### src/rtl/stack_alu_sequencer.sv
// Stack/ALU micro-sequencer: pops one or two operands, runs the ALU, pushes the result.
// Optional build macro SEQ_UNDERFLOW_RESTORE_EN re-pushes the first operand when the second pop underflows.
module stack_alu_sequencer #(
   parameter int DATA_W = 8,
   parameter int OP_W   = 3
) (
   input  logic              clk,
   input  logic              reset,
   input  logic              start,
   input  logic [OP_W-1:0]   op,
   output logic              busy,
   output logic              done,
   output logic              err,
   output logic [1:0]        err_code,
   input  logic [DATA_W-1:0] stack_dout,
   input  logic              stack_empty,
   input  logic              stack_full,
   output logic              stack_pop,
   output logic              stack_push,
   output logic [DATA_W-1:0] stack_din,
   output logic [OP_W-1:0]   alu_sel,
   output logic [DATA_W-1:0] alu_in1,
   output logic [DATA_W-1:0] alu_in2,
   input  logic [DATA_W-1:0] alu_result,
   input  logic              alu_carry,
   output logic              carryOut
);

   localparam logic [OP_W-1:0] OP_NOT = OP_W'(2);
   localparam logic [OP_W-1:0] OP_ADD = OP_W'(6);
   localparam logic [OP_W-1:0] OP_SUB = OP_W'(7);

   localparam logic [1:0] ERR_UNDERFLOW = 2'b01;
   localparam logic [1:0] ERR_OVERFLOW  = 2'b10;

   typedef enum logic [2:0] {
      S_IDLE,
      S_POP1,
      S_POP2,
      S_EXEC,
      S_PUSH,
      S_DONE,
      S_ERR,
      S_RESTORE
   } state_t;

   state_t state, next_state;

   logic ld_op;
   logic ld_in2;
   logic ld_in1;
   logic clr_in1;
   logic ld_din;
   logic set_uflow;
   logic set_oflow;
   logic commit_carry;
   logic carry_pend;
`ifdef SEQ_UNDERFLOW_RESTORE_EN
   logic ld_restore;
`endif

   // NOTE: every combinational output gets a default before the case so no path can infer a latch.
   always_comb begin
      next_state   = state;
      busy         = (state != S_IDLE);
      done         = 1'b0;
      err          = 1'b0;
      stack_pop    = 1'b0;
      stack_push   = 1'b0;
      ld_op        = 1'b0;
      ld_in2       = 1'b0;
      ld_in1       = 1'b0;
      clr_in1      = 1'b0;
      ld_din       = 1'b0;
      set_uflow    = 1'b0;
      set_oflow    = 1'b0;
      commit_carry = 1'b0;
`ifdef SEQ_UNDERFLOW_RESTORE_EN
      ld_restore   = 1'b0;
`endif
      case (state)
         S_IDLE: begin
            if (start) begin
               ld_op      = 1'b1;
               next_state = S_POP1;
            end
         end
         S_POP1: begin
            if (stack_empty) begin
               set_uflow  = 1'b1;
               next_state = S_ERR;
            end else begin
               stack_pop = 1'b1;
               ld_in2    = 1'b1;
               if (alu_sel == OP_NOT) begin
                  clr_in1    = 1'b1;
                  next_state = S_EXEC;
               end else begin
                  next_state = S_POP2;
               end
            end
         end
         S_POP2: begin
            if (stack_empty) begin
               set_uflow  = 1'b1;
`ifdef SEQ_UNDERFLOW_RESTORE_EN
               ld_restore = 1'b1;
               next_state = S_RESTORE;
`else
               next_state = S_ERR;
`endif
            end else begin
               stack_pop  = 1'b1;
               ld_in1     = 1'b1;
               next_state = S_EXEC;
            end
         end
         S_EXEC: begin
            ld_din     = 1'b1;
            next_state = S_PUSH;
         end
         S_PUSH: begin
            if (stack_full) begin
               set_oflow  = 1'b1;
               next_state = S_ERR;
            end else begin
               stack_push   = 1'b1;
               commit_carry = 1'b1;
               next_state   = S_DONE;
            end
         end
         S_DONE: begin
            done       = 1'b1;
            next_state = S_IDLE;
         end
         S_ERR: begin
            err        = 1'b1;
            next_state = S_IDLE;
         end
`ifdef SEQ_UNDERFLOW_RESTORE_EN
         S_RESTORE: begin
            stack_push = 1'b1;
            next_state = S_ERR;
         end
`endif
         default: next_state = S_IDLE;
      endcase
   end

   // NOTE: sequential state uses non-blocking assignments so every register samples pre-edge values.
   always_ff @(posedge clk or negedge reset) begin
      if (!reset) begin
         state <= S_IDLE;
      end else begin
         state <= next_state;
      end
   end

   // Carry is staged in EXEC and only becomes visible once the push succeeds,
   // so an aborted op leaves the last completed carry untouched.
   always_ff @(posedge clk or negedge reset) begin
      if (!reset) begin
         alu_sel    <= '0;
         alu_in1    <= '0;
         alu_in2    <= '0;
         stack_din  <= '0;
         err_code   <= 2'b00;
         carry_pend <= 1'b0;
         carryOut   <= 1'b0;
      end else begin
         if (ld_op) begin
            alu_sel  <= op;
            err_code <= 2'b00;
         end
         if (ld_in2) begin
            alu_in2 <= stack_dout;
         end
         if (clr_in1) begin
            alu_in1 <= '0;
         end
         if (ld_in1) begin
            alu_in1 <= stack_dout;
         end
         if (ld_din) begin
            stack_din  <= alu_result;
            carry_pend <= ((alu_sel == OP_ADD) || (alu_sel == OP_SUB)) ? alu_carry : 1'b0;
         end
         if (commit_carry) begin
            carryOut <= carry_pend;
         end
         if (set_uflow) begin
            err_code <= ERR_UNDERFLOW;
         end
         if (set_oflow) begin
            err_code <= ERR_OVERFLOW;
         end
`ifdef SEQ_UNDERFLOW_RESTORE_EN
         if (ld_restore) begin
            stack_din <= alu_in2;
         end
`endif
      end
   end

endmodule
### config.mk
export PLATFORM = sky130hd
export DESIGN_NAME = stack_alu_sequencer
export DESIGN_NICKNAME = d
export VERILOG_FILES = /design/src/rtl/stack_alu_sequencer.sv
export SDC_FILE = /design/constraint.sdc
export NUM_CORES = 1
export LEC_CHECK = 0
export ABC_AREA = 0
export CORE_AREA = 10 10 68 76
export CTS_BUF_LIST = sky130_fd_sc_hd__clkbuf_16
export CTS_CLUSTER_DIAMETER = 50
export CTS_CLUSTER_SIZE = 16
export DETAILED_ROUTE_END_ITERATION = 8
export DIE_AREA = 0 0 78 86
export GPL_ROUTABILITY_DRIVEN = 0
export GPL_TIMING_DRIVEN = 0
export PLACE_DENSITY = 0.75
export RECOVER_POWER = 25
export SETUP_SLACK_MARGIN = 0.05
export SLEW_MARGIN = 5
export SYNTH_ARGS = -nofsm -noshare
export SYNTH_HDL_FRONTEND = slang
export SYNTH_SLANG_ARGS = --single-unit
### constraint.sdc
create_clock -name clk -period 1.8 [get_ports clk]
set_input_delay 0.36 -clock clk [delete_from_list [all_inputs] [get_ports clk]]
set_output_delay 0.36 -clock clk [all_outputs]
set_load 0.01 [all_outputs]
==> impl_results.md <==
- Startpoint of the worst-slack reg-to-reg timing path: state[0]
- Most frequent cell on the critical path: sky130_fd_sc_hd__buf_6
- Mean number of vias per cell: 4.98
- Setup slack of the most critical reg-to-reg path: 0.10 ns
- Starting DRT DRC Count: 88
- Die outline area: 6710 um^2
- Count of clock tree sinks: 34
- Detail Placement HPWL: 3.10 mm
- Cells after DPL: 233
- Total chip power: 4.41 mW
- Max IR drop VDD: 1.15 mV
- EDFF count, synth: 0
- Clock latency at the later pin of the worst-skew pair: 0.27 ns
- Die span in x: 78 um
- Outcome: finished with violations
- FF-to-FF path depth: 4
- Placement row count: 23
- Fraction of the yosys area taken by sequential cells: 57.0%
- Final instance count without filler cells: 251
- Crit path setup slack, layout: -0.00355 ns
- Maximum fanout along the worst path: 5
- Post-route fraction of the period consumed by the critical path: 100%
- Routed via count: 1249
- Top Ports: 60
- Most used flip-flop cell after synthesis: sky130_fd_sc_hd__dfrtp_1
- Clock tree from TritonCTS: built
- Worst slew pin tran: 0.868 ns
- Net total in the final layout: 225
- Initial standard-cell utilization of the core: 41.5%
- Failing checks: negative setup slack
- Count of different cell masters after synthesis: 32
- Number of buffers added to fix hold violations after cts: 0
- Number of cells produced by synthesis: 125
- Final number of setup-violating endpoints: 1
- Y dimension of the die: 86 um
- Layout Area Growth over Synthesis: 60.9%
- Number of pins with negative max-slew slack in the final report: 0
- Post-route ant nets: 0
- Maximum count of clock buffers along a single path: 2
- Number of nets in the synthesized netlist: 150
- Fin util: 66.7%
- Number of antenna violations at the first check in global routing: 0
- Share of Yosys cell area claimed by the top area cell type: 57.0%
- # H-tree levels: 2
- Number of diodes added for antenna fixing: 0
- Overflow left after global routing: 0
- Most frequent cell after synthesis: sky130_fd_sc_hd__dfrtp_1
- Cell-by-cell listing of the critical path: buf_6 > nor4b_4 > or2_4 > buf_6
- CTS Root Buffer Type: sky130_fd_sc_hd__clkbuf_16
- Max-cap violations: 0
- Maximum number of pins on one net before global-route repair: 35
- Top cells by area in the synthesized netlist: sky130_fd_sc_hd__dfrtp_1 57%, sky130_fd_sc_hd__mux2_2 15%, sky130_fd_sc_hd__nand2_1 5.0%
- Total clock buffers created by CTS: 5
- Worst-case headroom to the max-slew limit: 42.1%
- Per-instance average area after synthesis: 11.9 um^2
- Endpoint of the most critical register-to-register path: alu_sel[0]
- Number of hold-slack violations in the final timing report: 0
- Worst path max stage delay: 0.41 ns
- Total length of routed wires: 4.40 mm
- Fill count: 283
- First drt pass iteration count: 4
- Class of the most critical hold timing path: primary input to async pin
- Synth area leader: sky130_fd_sc_hd__dfrtp_1
- Synthesized cell area: 1490 um^2
- Setup repair after global routing missed its margin: true
- Leakage power figure: 1.02 nW
- Critical Path Stages: 4
- Period minus WS final: 1.80 ns
- Post-synthesis sequential element count: 34
- Ratio of cells with drive above 1 in the final layout: 29.4%
- # DRC: 0
- Leading cell types by count after synthesis: 34 x sky130_fd_sc_hd__dfrtp_1, 20 x sky130_fd_sc_hd__mux2_2, 20 x sky130_fd_sc_hd__nand2_1
- Hold slack final: 0.196 ns
- Critical path endpoint: stack_pop
- Family with the most delay on the worst path: simple AND/OR/NAND/NOR gates
- Count of input and output buffers: 58
- Standard cell core area: 3600 um^2
- Kind of end point of the critical path: primary output
- Yosys warnings: 0
- Power per standard cell area: 1840 nW/um^2
- Pre-CTS setup slack: -0.695 ns
- Critical path buffer and inverter count: 2
- Clock transition at the registers of the reported paths: 0.05 ns
- Via count of the first global-routing pass: 1418
- Final clock skew: 0.00757 ns
- Critical Path Source Type: register
- Cell with the biggest individual delay on the critical path: sky130_fd_sc_hd__dfrtp_2
- Global-route wire length before repair: 7.27 mm
- Origin of the worst setup path: state[2]
- Data required time of the critical path: 1.44 ns
- Worst Setup Path Type: register to primary output
- Asr flop ratio synth: 100%
- Drt wl/cell: 17.5 um
- Worst path arrival time: 1.44 ns
- Fmax achieved: 554 MHz
- Aggregate global-route resource usage: 13.6%
## where the power goes
part	switching [mW]	internal [mW]	leakage [nW]
sequential	0.240	1.15	0.411
combinational	0.937	1.30	0.539
clock	0.292	0.499	0.0724
total	1.47	2.94	1.02
## placed cells by master, fill, tap and decap left out, types with 3 or more instances in the layout
cell,n
sky130_fd_sc_hd__clkdlybuf4s50_1,52
sky130_fd_sc_hd__dfrtp_1,32
sky130_fd_sc_hd__nand2_1,20
sky130_fd_sc_hd__mux2_2,20
sky130_fd_sc_hd__buf_4,12
sky130_fd_sc_hd__o21ai_1,7
sky130_fd_sc_hd__buf_6,5
sky130_fd_sc_hd__clkbuf_16,5
sky130_fd_sc_hd__inv_1,4
sky130_fd_sc_hd__o21ai_0,3
sky130_fd_sc_hd__nor3_1,3
## logic make-up (layout without fill, tap and decap cells)
logic type	Yosys count	count (layout)	share of synthesized area (%)
buffers and inverters	10	86	3.61
AO/OA/AOI/OAI	19	19	7.80
flip-flops	34	34	57.0
XOR/XNOR	1	1	0.587
adder cells (fa/ha/maj)	1	1	0.671
multiplexers	21	21	15.8
AND/OR/NAND/NOR	39	39	14.5
## what timing repair did
item / in CTS / in global routing
pin swaps: 3 / 2
resized for setup: 32 / 4
endpoints found under the setup margin: 5 / 5
setup buffers: 7 / 3
## state kept, by name (all words and copies together), names as in the netlist
| register | count |
|---|---|
| alu_in1 | 8 |
| alu_in2 | 8 |
| stack_din | 8 |
| alu_sel | 3 |
| state | 3 |
| err_code | 2 |
| carryOut | 1 |
| carry_pend | 1 |
## through the flow
step / setup TNS, ns / area [um^2]
2_1_floorplan: 0 / 1490
3_3_place_gp: -11.01 / 2130
3_5_place_dp: -1.02 / 2130
4_1_cts: 0 / 2360
5_1_grt: -0.0448 / 2400
6_report: -0.00355 / 2400
## how the worst min path moves through the flow
stage                     from          end  slack [ns]  depth (start not counted)
floorplan                reset   alu_in1[0]        0.06                          0
global placement    carry_pend   carry_pend        0.46                          2
detailed placement  carry_pend   carry_pend        0.47                          2
CTS                      reset  err_code[1]        0.18                          1
global route             reset   alu_sel[1]        0.26                          1
finish                   reset   alu_in2[1]        0.20                          1
## per-layer routing
| metal | wire, um | track usage [%] | vias to the layer above | part of all wire, % |
|---|---|---|---|---|
| li1 | - | - | 587 | - |
| met1 | 1610 | 14.1 | 604 | 37 |
| met2 | 2360 | 23.8 | 41 | 54 |
| met3 | 206 | 2.92 | 17 | 4.7 |
| met4 | 214 | 9.62 | 0 | 4.9 |
| met5 | 0 | 0 | - | 0 |
## cell type report
cell class | count | area (um^2) | area share, %
Sequential cell | 34 | 853 | 35.6
Timing Repair Buffer | 68 | 651 | 27.1
Multi-Input combinational cell | 81 | 627 | 26.1
Clock buffer | 5 | 125 | 5.21
Tap cell | 50 | 62.6 | 2.61
Buffer | 7 | 57.6 | 2.40
Clock inverter | 3 | 12.5 | 0.521
Inverter | 3 | 11.3 | 0.469
Power figures use the tool's default switching activity.
==> RTL change (same settings) <==
Set the parameter `OP_W` to 6 (it was 3).
--- a/src/rtl/stack_alu_sequencer.sv
+++ b/src/rtl/stack_alu_sequencer.sv
@@ -2,7 +2,7 @@
 // Optional build macro SEQ_UNDERFLOW_RESTORE_EN re-pushes the first operand when the second pop underflows.
 module stack_alu_sequencer #(
    parameter int DATA_W = 8,
-   parameter int OP_W   = 3
+   parameter int OP_W   = 6
 ) (
    input  logic              clk,
    input  logic              reset,
Ports: changed (resized alu_sel and op); port bits go from 60 to 66. The function was not compared with the original's and may differ.
==> RTL change against the original RTL <==
The flow still finishes with violations (negative setup slack); synthesized area increased by 12%; critical endpoint is now stack_push; maximum frequency down 2.9%; total power up 2.5%; sequential cell count grew 3; cell count rose by 6.8%; cell area increased by 12%; worst setup slack got worse by 0.053 ns; sequential share of layout area down 0.99 points; combinational power is 4% higher; routed wire length increased by 6.8%; largest cell class unchanged.
==> RTL change: results (changes against the original RTL) <==
[status]
status = finished, violations left
violations = negative setup slack

[final_layout]
multi_input_area_share_pct = 25.69  ; -0.43 points
fillers = 256  ; -9.5%
inv_count = 10  ; +7
regArea_um2 = 925.9  ; +8.5%
numSequentialCells = 37  ; +8.8%
multi_input_cells = 77  ; -4.9%

[placed_design]
dp.cells = 245  ; +5.2%
place_hpwl_mm = 3.309  ; +6.8%

[grt]
met3_usage_pct = 8.246  ; +5.3 points
grt_pass1_wl_mm = 7.196  ; -1.0%
grt_use_total_pct = 13.59  ; +0.030 points
grt_pass1_vias = 1421  ; +0.21%
grt_max_degree = 38  ; +8.6%

[logic_synthesis]
ys_seq_area_share_pct = 55.47  ; -1.6 points
synthCells = 130  ; +4.0%
synth_commonest_cells = 37 x dfrtp_1, 17 x mux2_2, 11 x nand2_1
synth.net_count = 158  ; +5.3%
synthTopCellsByArea = dfrtp_1 55%, mux2_2 11%, mux2_4 5.4%

[timing]
setup_ws_ns = -0.05692  ; -0.05337 ns
setup_viol = 1  ; unchanged

[worst_setup_path]
cpMaxStageDelayCell = or3b_4
critPathArrivalTime_ns = 1.50  ; +0.06 ns

[routing]
drt_iter0_drc = 56  ; -36%
via_per_inst = 5.063  ; +1.8%
wl_per_cell_um = 17.52  ; about the same

[power_and_ir_drop]
pwr-share-clk_pct = 18.1  ; +0.2 points
p_seq_share_pct = 30.3  ; -1.2 points
p_int_mw = 3.078  ; +4.6%

RTL change: changes by cell type after synthesis, moves of 3 or more:
cell	change
o21ai_0	+5
mux2_2	-3
nor3_1	-4
o211ai_1	+8
o21ai_1	-7
inv_1	+7
mux2_4	+6
nand2_1	-9
dfrtp_1	+3
RTL change: metal layers:
layer / wire, um / vias to the layer above / part of all wire [%]
met2: 2263 / 54 / 48
met4: 53 / 0 / 1.1
met5: 0 / - / 0
met1: 1834 / 667 / 39
met3: 543 / 7 / 12
li1: - / 629 / -
RTL change: timing repair:
item                       in CTS  in global routing
resized for setup              25                  9
buffers inserted                5                  9
setup endpoints to repair      13                 27
pin swaps                       9                  5
hold buffers                    0                  0
gates cloned                    0                  1
RTL change: cells by family after synthesis:
logic type	synth area share [%]
xor+xnor	0.5248
mux	16.87
compound gates	9.896
fa+ha+maj	0.5997
flops	55.47
buf+inv	5.322
simple gates	11.32
RTL change: metrics by stage:
stage	util, %	instance area, um^2
3_3_place_gp	66.23	2382
2_1_floorplan	-	1669
4_1_cts	71.51	2572
5_1_grt	74.47	2679
3_5_place_dp	66.09	2377
6_report	74.47	2679
RTL change: worst paths after layout:
check	to	cells past startpoint	start	slack [ns]
max	stack_push	4	state[1]$_DFFE_PN0P_	-0.06
min	state[2]$_DFFE_PN0P_	1	reset	0.21
max reg2reg	alu_sel[0]$_DFFE_PN0P_	5	state[0]$_DFFE_PN0P_	0.05
min reg2reg	carry_pend$_DFFE_PN0N_	1	carry_pend$_DFFE_PN0N_	0.50
max in group asynchronous	stack_din[7]$_DFFE_PN0N_	1	reset	1.02
min in group clk	carry_pend$_DFFE_PN0N_	1	carry_pend$_DFFE_PN0N_	0.50
